===== src/rtl/tagger_cfg_master.sv =====
// tagger_cfg_master: register-bus initiator that writes a latched partition table into the tagger and commits it last
package tagger_cfg_pkg;
  typedef struct packed {
    logic [31:0] addr;
    logic        write;
    logic [31:0] wdata;
    logic [3:0]  wstrb;
    logic        valid;
  } reg_req_t;
  typedef struct packed {
    logic [31:0] rdata;
    logic        error;
    logic        ready;
  } reg_rsp_t;
endpackage

module tagger_cfg_master
  import tagger_cfg_pkg::*;
#(
  parameter int unsigned MAXPARTITION = 2,
  parameter int unsigned PATID_LEN    = 8,
  parameter logic [31:0] REG_BASE     = 32'h0,
  parameter logic [31:0] COMMIT_OFS   = 32'h00,
  parameter logic [31:0] PATID_OFS    = 32'h04,
  parameter logic [31:0] CONF_OFS     = 32'h20,
  parameter logic [31:0] PAT_ADDR_OFS = 32'h40
) (
  input  logic                                    clk_i,
  input  logic                                    rst_i,
  input  logic                                    cfg_valid_i,
  output logic                                    cfg_ready_o,
  input  logic [MAXPARTITION-1:0][33:0]           cfg_addr_i,
  input  logic [MAXPARTITION-1:0][PATID_LEN-1:0]  cfg_patid_i,
  input  logic [MAXPARTITION-1:0][1:0]            cfg_conf_i,
  output reg_req_t                                reg_req_o,
  input  reg_rsp_t                                reg_rsp_i,
  output logic                                    busy_o,
  output logic                                    done_o,
  output logic                                    err_o
);
  localparam int unsigned NPR = 32 / PATID_LEN;
  localparam int unsigned NUM_PATID_REG = (MAXPARTITION + NPR - 1) / NPR;
  localparam int unsigned NUM_CONF_REG = (MAXPARTITION + 15) / 16;
  localparam logic [6:0] LAST_ADDR = 7'(MAXPARTITION - 1);
  localparam logic [6:0] LAST_PATID = 7'(NUM_PATID_REG - 1);
  localparam logic [6:0] LAST_CONF = 7'(NUM_CONF_REG - 1);

  typedef enum logic [2:0] {IDLE, WR_ADDR, WR_PATID, WR_CONF, WR_COMMIT, DONE} state_t;

  state_t state_q, state_d, state_nx;
  logic [6:0] idx_q, idx_d, last;
  logic err_q, accept, hs, unused;
  logic [MAXPARTITION-1:0][33:0] addr_q;
  logic [MAXPARTITION-1:0][PATID_LEN-1:0] patid_q;
  logic [MAXPARTITION-1:0][1:0] conf_q;
  logic [127:0][31:0] addr_w, patid_w, conf_w;
  reg_req_t req;

  assign accept = cfg_valid_i && cfg_ready_o;
  assign hs = req.valid && reg_rsp_i.ready;
  assign unused = ^reg_rsp_i.rdata;
  assign cfg_ready_o = state_q == IDLE && !rst_i;
  assign reg_req_o = req;
  assign busy_o = req.valid;
  assign done_o = state_q == DONE;
  assign err_o = err_q;

  for (genvar k = 0; k < 128; k++) begin : g_addr
    if (k < MAXPARTITION) begin : g_used
      assign addr_w[k] = addr_q[k][33:2];
    end else begin : g_pad
      assign addr_w[k] = '0;
    end
  end

  for (genvar w = 0; w < 128; w++) begin : g_patid
    for (genvar m = 0; m < NPR; m++) begin : g_slot
      if (w * NPR + m < MAXPARTITION) begin : g_used
        assign patid_w[w][PATID_LEN*m +: PATID_LEN] = patid_q[w*NPR+m];
      end else begin : g_pad
        assign patid_w[w][PATID_LEN*m +: PATID_LEN] = '0;
      end
    end
    if (NPR * PATID_LEN < 32) begin : g_hi
      assign patid_w[w][31:NPR*PATID_LEN] = '0;
    end
  end

  for (genvar w = 0; w < 128; w++) begin : g_conf
    for (genvar m = 0; m < 16; m++) begin : g_slot
      if (w * 16 + m < MAXPARTITION) begin : g_used
        assign conf_w[w][2*m +: 2] = conf_q[w*16+m];
      end else begin : g_pad
        assign conf_w[w][2*m +: 2] = '0;
      end
    end
  end

  // capture the whole table on accept so the inputs may change during the sequence
  always_ff @(posedge clk_i) begin
    if (accept) begin
      addr_q <= cfg_addr_i;
      patid_q <= cfg_patid_i;
      conf_q <= cfg_conf_i;
    end
  end

  // state, write index and sticky error flag
  always_ff @(posedge clk_i) begin
    if (rst_i) begin
      state_q <= IDLE;
      idx_q <= '0;
      err_q <= 1'b0;
    end else begin
      state_q <= state_d;
      idx_q <= idx_d;
      err_q <= accept ? 1'b0 : (hs && reg_rsp_i.error) ? 1'b1 : err_q;
    end
  end

  // request generation and sequencing; an error response jumps straight to DONE so no commit is issued
  always_comb begin
    req = '0;
    state_d = state_q;
    idx_d = idx_q;
    state_nx = state_q == WR_ADDR ? WR_PATID : state_q == WR_PATID ? WR_CONF :
               state_q == WR_CONF ? WR_COMMIT : DONE;
    last = state_q == WR_ADDR ? LAST_ADDR : state_q == WR_PATID ? LAST_PATID :
           state_q == WR_CONF ? LAST_CONF : 7'd0;
    case (state_q)
      IDLE: begin
        state_d = cfg_valid_i ? WR_ADDR : IDLE;
        idx_d = '0;
      end
      WR_ADDR: begin
        req.valid = 1'b1;
        req.addr = REG_BASE + PAT_ADDR_OFS + {23'd0, idx_q, 2'd0};
        req.wdata = addr_w[idx_q];
      end
      WR_PATID: begin
        req.valid = 1'b1;
        req.addr = REG_BASE + PATID_OFS + {23'd0, idx_q, 2'd0};
        req.wdata = patid_w[idx_q];
      end
      WR_CONF: begin
        req.valid = 1'b1;
        req.addr = REG_BASE + CONF_OFS + {23'd0, idx_q, 2'd0};
        req.wdata = conf_w[idx_q];
      end
      WR_COMMIT: begin
        req.valid = 1'b1;
        req.addr = REG_BASE + COMMIT_OFS;
        req.wdata = 32'h1;
      end
      DONE: state_d = IDLE;
      default: state_d = IDLE;
    endcase
    req.write = req.valid;
    req.wstrb = {4{req.valid}};
    if (hs) begin
      state_d = reg_rsp_i.error ? DONE : idx_q == last ? state_nx : state_q;
      idx_d = idx_q == last ? 7'd0 : idx_q + 7'd1;
    end
  end
endmodule


===== config.mk =====
export PLATFORM = sky130hd
export DESIGN_NAME = tagger_cfg_master
export DESIGN_NICKNAME = d
export VERILOG_FILES = /design/src/rtl/tagger_cfg_master.sv
export SDC_FILE = /design/constraint.sdc
export NUM_CORES = 1
export LEC_CHECK = 0
export ABC_AREA = 1
export CORE_ASPECT_RATIO = 0.9
export CORE_UTILIZATION = 45
export DETAILED_ROUTE_END_ITERATION = 8
export GPL_TIMING_DRIVEN = 1
export PLACE_DENSITY_LB_ADDON = 0.1
export SYNTH_ARGS = -nofsm -noshare
export SYNTH_HDL_FRONTEND = slang
export SYNTH_SLANG_ARGS = --single-unit

===== constraint.sdc =====
create_clock -name clk_i -period 8.9 [get_ports clk_i]
set_input_delay 1.78 -clock clk_i [delete_from_list [all_inputs] [get_ports clk_i]]
set_output_delay 1.78 -clock clk_i [all_outputs]
set_load 0.01 [all_outputs]

Yosys cells after proc, flatten, opt, wreduce, memory -nomap -nowiden:

Index checks and enable logic that the tools add are counted.
W data, S select, Z words.

* register bits after elaboration: 99
* logic and storage cells: 53
* output and inout port bits: 74

* magnitude comparators: 1
* equal/unequal tests: 8
* add/subtract/negate cells: 4
* reduce and logical (&&, ||, !) cells: 10
* mux-type cells: 21

Operator list (count)
* $bmux W32 S7: 3
* $pmux W32 S4: 1
* $mux W32: 3
* $pmux W10 S3: 1
* $mux W7: 3
* $mux W3: 5
* $add A3 B9 Y10 const A: 1
* $add A6 B9 Y10 const A: 1
* $add A7 B9 Y10 const A: 1
* $lt A7 B8 Y1 const B: 1
* $add A7 B1 Y7 const B: 1
* $eq A7 B1 Y1: 1
* $eq A3 B2 Y1 const B: 2
* $eq A3 B3 Y1 const B: 2
* $pmux W3 S2: 1
* $logic_and A1 B1 Y1: 4
* $mux W1: 4
* $reduce_or A4 Y1: 1
* $eq A3 B1 Y1 const B: 1
* $logic_not A3 Y1: 1
* $ne A3 B2 Y1 const B: 1
* $ne A2 B1 Y1 const B: 1
* $reduce_and A2 Y1: 1
* $reduce_bool A2 Y1: 1
* other kinds (2): 2

Logic depth before layout (Yosys ltp):

Gate-level depths: netlist (run 1).

* word-level depth: 7
* gate-level depth with buffers: 11
* gate-level depth less buffers: 11

Least setup slack after synthesis (run 1):

No wires, ideal clock.

* kind: input to register
* start point: in rst_i
* end point: reg addr_q[10] (netlist bit), enable pin
* setup time: 0.527 ns
* path slack: 2.873 ns
* stages on the path: 2
* arrival: 5.501 ns
* path through: buf_1 nor2_1

* cells in the longest elaborated chain, start to end: 3

RTL lines
* start: declaration: line 29 `input logic rst_i,`
* $logic_not A1 Y1: line 62 `assign cfg_ready_o = state_q == IDLE && !rst_i;`
* $logic_and A1 B1 Y1: line 62
* $logic_and A1 B1 Y1: line 59 `assign accept = cfg_valid_i && cfg_ready_o;`
* via accept: line 52 `logic err_q, accept, hs, unused;`
* end signal: assignment: line 102 `addr_q <= cfg_addr_i;`
* end: declaration: line 53 `logic [MAXPARTITION-1:0][33:0] addr_q;`

The timed path passes the listed nets, and every way through them passes these cells.
A chain may end at the register's enable or synchronous reset.

Worst setup path in the final report (run 1):

* start point: in rst_i
* end point: out cfg_ready_o

* cells in the longest elaborated chain, start to end: 2

RTL lines
* $logic_not A1 Y1: line 62
* $logic_and A1 B1 Y1: line 62
* end: declaration: line 31 `output logic cfg_ready_o,`

Every way passes these cells.

==> results of run 1 <==
-- layer usage --
metal	track usage, %	vias to the layer above
li1	-	1600
met5	0	-
met1	22.8	1508
met3	7.31	4
met2	34.1	124
met4	3.47	0
-- cells by family (layout without fill, tap and decap cells) --
group,count (synthesis),after routing,share of synthesized area [%]
AO/OA/AOI/OAI,54,54,8.10
XOR/XNOR,2,2,0.398
adder cells (fa/ha/maj),5,5,1.42
buffers and inverters,68,181,9.13
flip-flops,95,95,62.3
multiplexers,1,1,0.227
other,1,24,0.0852
AND/OR/NAND/NOR,185,185,18.3
-- power groups by stage --
stage	sequential, mW	clock [mW]	combinational (mW)
after floorplan	0.565	0	0.236
final	0.559	0.269	0.387
after global routing	0.564	0.295	0.424
after detailed placement	0.570	0	0.390
after CTS	0.560	0.277	0.392
after global placement	0.569	0	0.387
-- stage by stage --
step / cell area [sq um] / power (mW) / cells
6_report: 5930 / 1.22 / 669
5_1_grt: 5930 / 1.28 / 669
4_1_cts: 5930 / 1.23 / 669
3_5_place_dp: 5740 / 0.960 / 654
3_3_place_gp: 5740 / 0.955 / 654
2_1_floorplan: 4490 / 0.800 / 434
-- synthesized netlist by cell type, types with 2 or more instances --
master and number:
a21oi_1 18, a21oi_2 10, buf_1 2, buf_2 3
buf_4 30, buf_6 4, clkbuf_1 3, dfxtp_1 11
edfxtp_1 84, ha_1 5, inv_1 17, inv_2 8
nand2_1 106, nand2_2 2, nand2_4 4, nand3_1 23
nand3_2 2, nor2_1 43, nor2_4 2, o211ai_1 5
o21ai_0 7, o31ai_1 11, xor2_1 2
-- flip-flops by register name, summed over array words and instances, names as in the netlist --
| name | cells |
|---|---|
| state_q | 3 |
| conf_q | 4 |
| addr_q | 64 |
| patid_q | 16 |
| err_o | 1 |
| idx_q | 7 |
-- critical path: stages --
cell and delay [ns]:
clkdlybuf4s50_1 0.63, nor2_1 0.18, clkdlybuf4s50_1 0.54
-- worst max path at each step --
stage	to	from	slack (ns)	cells after the start
2_1_floorplan	addr_q[10]	rst_i	2.87	2
3_3_place_gp	cfg_ready_o	rst_i	3.99	3
3_5_place_dp	cfg_ready_o	rst_i	3.98	3
4_1_cts	cfg_ready_o	rst_i	3.98	3
5_1_grt	reg_req_o[7]	idx_q[0]	3.87	7
6_report	cfg_ready_o	rst_i	3.98	3
-- layout make-up --
cell class | instances | area [sq um] | area share, %
clock inverters | 6 | 61.3 | 1.03
flip-flops and latches | 95 | 2740 | 46.3
multi-input cells | 271 | 1350 | 22.8
repair buffers | 140 | 1400 | 23.6
well taps | 122 | 153 | 2.58
clock buffers | 9 | 124 | 2.09
inverters | 26 | 97.6 | 1.65
==> run metrics, run 1 <==
status=finished, final reports clean; hold endpoint=err_o; share of the synthesized area in the top cell type=57.3%; Max Slew Vio Count=0; CTS HTree Levels=3; main area contributors after synthesis=edfxtp_1, nand2_1, buf_4; clock share of power=22.1%; Setup crit end kind=output port; post-cts resize count=0; Primary FF master, synth=edfxtp_1; Hold Crit Depth=2; switching pwr=0.394 mW; maxcap violations=0; DR WL met3=about 810 um; postcts setup bufs=0; Final Skew=0.0186 ns; first-pass GRT wire length=roughly 15000 um; P_leak=around 2.2 nW; DR pass1 iterations=4; number of clock sinks=95; Syn Std Cell Area=between 4000 and 5000 sq um; R2R Setup Slk=about 6.7 ns; TritonCTS clock tree=built; sequential area share after synthesis=62.3%; DRC Markers=0; Final Setup Violations=0; count of cell types in the netlist=32; Fillers=761; r2r startpoint=state_q[0]; EDFF count, synth=84; leading cell types in the layout, fill and taps excluded=clkdlybuf4s50_1, nand2_1, edfxtp_1; Crit path arrival time=3.14 ns; Final Cycle Share=55.3%; total wire length=9450 um; leading cell type in the layout, fill and taps excluded=clkdlybuf4s50_1; final setup margin=3.98 ns; Post-CTS Hold Buffers=0; Avg WL per Cell=14.1 um; detailed router's first-iteration violation count=between 100 and 150; fmax=roughly 200 MHz; Setup WS pre-CTS=about 4.0 ns; reg2reg end=conf_q[0]; Final Net Count=673; TritonCTS Buffers=9; Final HPWL DP=6560 um; IO Port Bufs=138; share of cells above drive strength 1=around 9%; Top Layer Used=met4; HP Start=err_o; Max VDD drop=approximately 0.12 mV; Pwr Density=205 nW/um^2; kind of critical path=primary input to output port; Worst Path Required=a little over 7 ns; Area Overhead vs Synth=34.7%; sequential share of power=46.0%; worst slew margin relative to its limit=29.3%; post-synth top area cell=edfxtp_1; Logic pwr share=a little under a third; clk slew on worst S/H paths=0.09 ns; DR vias=3236; WHS=around 0.45 ns; switching share of power=about 32%; die height=95.8 um; Reg2Reg Depth=6; Async S/R FF share, synth=0%; Starting Density=47.4%; final core occ=63.8%; Max FO, Critical Path=10; global-route usage over all layers=19.3%; CTS Root Cell=clkbuf_8; Mean Syn Cell Area=10.7 sq um; FF+latch count, synth=95; Ys Warns=0; Skew-Pair Late Insertion Delay=between 0.3 and 0.4 ns; minimum clock period=4.92 ns; clock buffer depth=2; num rows=33; Die Span X=106 um; gpl congestion=0.855; worst-margin pin slew=1.06 ns; vias in the first global route=3049; ANT cells=0; total congestion overflow=0; metal1 wirelength=3830 um; number of I/O pins=about 200; full die area=10200 sq um; cells after synthesis=411; internal power=0.822 mW; critical path launch point type=primary input; core area=about 9300 sq um; Fin. Hold Viols=0; Hold Crit Class=flip-flop to flip-flop; DR vias/cell=4.84; RSZ-0062 raised after global routing=no; initial antenna violation count=0; Total Neg Setup Slack=0 ns; pin count of the biggest net entering global routing=85; Final ANT Viol Nets=0; DR WL met2=4770 um
(Power assumes the default switching activity.)
==> run 2, diff against run 1 <==
--- a/config.mk
+++ b/config.mk
@@ -7,7 +7,7 @@
 export LEC_CHECK = 0
 export ABC_AREA = 1
 export CORE_ASPECT_RATIO = 0.9
-export CORE_UTILIZATION = 45
+export CORE_UTILIZATION = 38
 export DETAILED_ROUTE_END_ITERATION = 8
 export GPL_TIMING_DRIVEN = 1
 export PLACE_DENSITY_LB_ADDON = 0.1
==> constraint.sdc (replaced) <==
create_clock -name clk_i -period 4.5 [get_ports clk_i]
set_input_delay 0.9 -clock clk_i [delete_from_list [all_inputs] [get_ports clk_i]]
set_output_delay 0.9 -clock clk_i [all_outputs]
set_load 0.01 [all_outputs]
==> run 2 against run 1 <==
Register-to-register slack worse by 4.1 ns. Worst setup slack lost 3.0 ns. Sequential share of layout area decreased by 1.3 points. Sequential cell count did not move. Count of clock-buffer cells in the layout up 2. Wire length grew 3.1%. Core utilization fell by 8.6 points. Critical path depth rose by 3. Power rose by 120%. Via count down 1.5%. Largest power group unchanged.
==> run metrics, run 2 (synthesis results as in run 1) <==
status=finished, final reports clean; kind of critical path=flip-flop to output port; number of flip-flops in the largest register=64 (unchanged); Placement Cell Area=5810 sq um (+1.1%); Top reg by flops=addr_q; core area=11000 sq um (+19%); number of clock sinks=95 (unchanged); clk slew on worst S/H paths=0.06 ns (-0.03 ns); Fillers=994 (+31%); Max FO, Critical Path=29 (+19); switching share of power=29.7% (-2.7 points); Die Span X=115 um (+8.7%); vias in the first global route=3088 (+1.3%); maxcap violations=0 (unchanged); Max VDD drop=0.236 mV (+90%); DP Cell Count=686 (+4.9%); clock share of power=28.3% (+6.2 points); Non-Filler Instances=702 (+4.9%); Final Skew=0.00588 ns (-0.0127 ns); share of cells above drive strength 1=8.91% (-0.23 points); global-route usage over all layers=17.0% (-2.3 points); Reg2Reg Depth=6 (unchanged); die height=104 um (+8.6%); full die area=12000 sq um (+18%); CTS Root Cell=clkbuf_16; Max Slew Vio Count=0 (unchanged); DR vias/cell=4.54 (-6.2%); CTS HTree Levels=3 (unchanged); Final HPWL DP=6760 um (+3.0%); postcts setup bufs=0 (unchanged); top flop regs=addr_q x64, patid_q x16, idx_q x7; final setup margin=0.933 ns (-3.05 ns); Pwr Density=432 nW/um^2 (+110%); Final Setup Violations=0 (unchanged); DRC Markers=0 (unchanged); fmax=280 MHz; num rows=36 (+9.1%); pin count of the biggest net entering global routing=81 (-4.7%); minimum clock period=approximately 3.6 ns; Starting Density=39.9% (-7.5 points); post-cts resize count=0 (unchanged); leading cell types in the layout, fill and taps excluded=clkdlybuf4s50_1, nand2_1, edfxtp_1; Final Cycle Share=79.3%; Setup crit end kind=output port; Avg WL per Cell=13.9 um (-1.7%); worst slew margin relative to its limit=47.8% (+19 points); critical path launch point type=flip-flop; sequential share of power=41.5% (-4.5 points); Final Net Count=675 (+0.30%); first-pass GRT wire length=15500 um (+5.1%); Worst Path Required=3.60 ns (-3.52 ns); TritonCTS clock tree=built; initial antenna violation count=0 (unchanged); DR vias=3186 (-1.5%); RSZ-0062 raised after global routing=no; Final ANT Viol Nets=0 (unchanged); Hold Crit Class=flip-flop to flip-flop; total congestion overflow=0 (unchanged); worst-margin pin slew=0.780 ns (-0.281 ns); Logic pwr share=30.2% (-1.7 points); final core occ=55.2% (-8.6 points); Hold Crit Depth=2 (unchanged); total wire length=9750 um (+3.1%); Fin. Hold Viols=0 (unchanged); DR pass1 iterations=4 (unchanged); TritonCTS Buffers=9 (unchanged); number of I/O pins=199 (unchanged); Crit path arrival time=2.67 ns (-0.47 ns); final instance area=6090 sq um (+2.8%); Skew-Pair Late Insertion Delay=0.34 ns (-0.02 ns); Post-CTS Hold Buffers=0 (unchanged); ANT cells=0 (unchanged); P_leak=2.28 nW (+2.8%); clock buffer depth=2 (unchanged); switching pwr=0.780 mW (+98%); leading cell type in the layout, fill and taps excluded=clkdlybuf4s50_1; internal power=1.85 mW (+130%); gpl congestion=0.874 (+2.2%); Setup WS pre-CTS=1.28 ns (-2.70 ns); Total Neg Setup Slack=0 ns (unchanged); detailed router's first-iteration violation count=98 (-30%); Area Overhead vs Synth=38.5%; IO Port Bufs=138 (unchanged)
[run 2: final timing paths]
kind         slack (ns)       start             to
max reg2reg        2.59  state_q[0]     addr_q[44]
min reg2reg        0.45       err_o          err_o
max                0.93  state_q[2]  reg_req_o[19]
min                0.45       err_o          err_o
[run 2: per-stage QoR]
step / hold slack [ns] / power (mW)
floorplan: 0.470 / 1.58
global placement: 0.434 / 1.91
detailed placement: 0.438 / 1.91
CTS: 0.448 / 2.66
global route: 0.459 / 2.76
finish: 0.447 / 2.63
[run 2: layer usage]
layer,track usage [%],share of wire [%]
met5,0,0
met4,4.36,0.83
met3,6.47,8.1
met2,27.8,47
met1,21.0,44
[run 2: cell type report]
class / instances / area, sq um / share of cell area (%)
clock buffers: 11 / 233 / 3.82
clock inverters: 5 / 55.1 / 0.903
inverters: 26 / 97.6 / 1.60
multi-input cells: 271 / 1350 / 22.2
flip-flops and latches: 95 / 2740 / 45.0
well taps: 152 / 190 / 3.12
repair buffers: 142 / 1420 / 23.4
[run 2: power groups by stage]
stage / clock (mW) / combinational (mW) / sequential (mW)
2_1_floorplan: 0 / 0.467 / 1.11
3_3_place_gp: 0 / 0.800 / 1.11
3_5_place_dp: 0 / 0.804 / 1.11
4_1_cts: 0.764 / 0.808 / 1.09
5_1_grt: 0.796 / 0.868 / 1.10
6_report: 0.744 / 0.795 / 1.09
[run 2: critical path: stages (launching register included)]
cell	delay (ns)
dfxtp_1	0.37
inv_2	0.14
nand3_2	0.16
inv_2	0.15
nand2_2	0.44
o31ai_1	0.44
clkdlybuf4s50_1	0.60
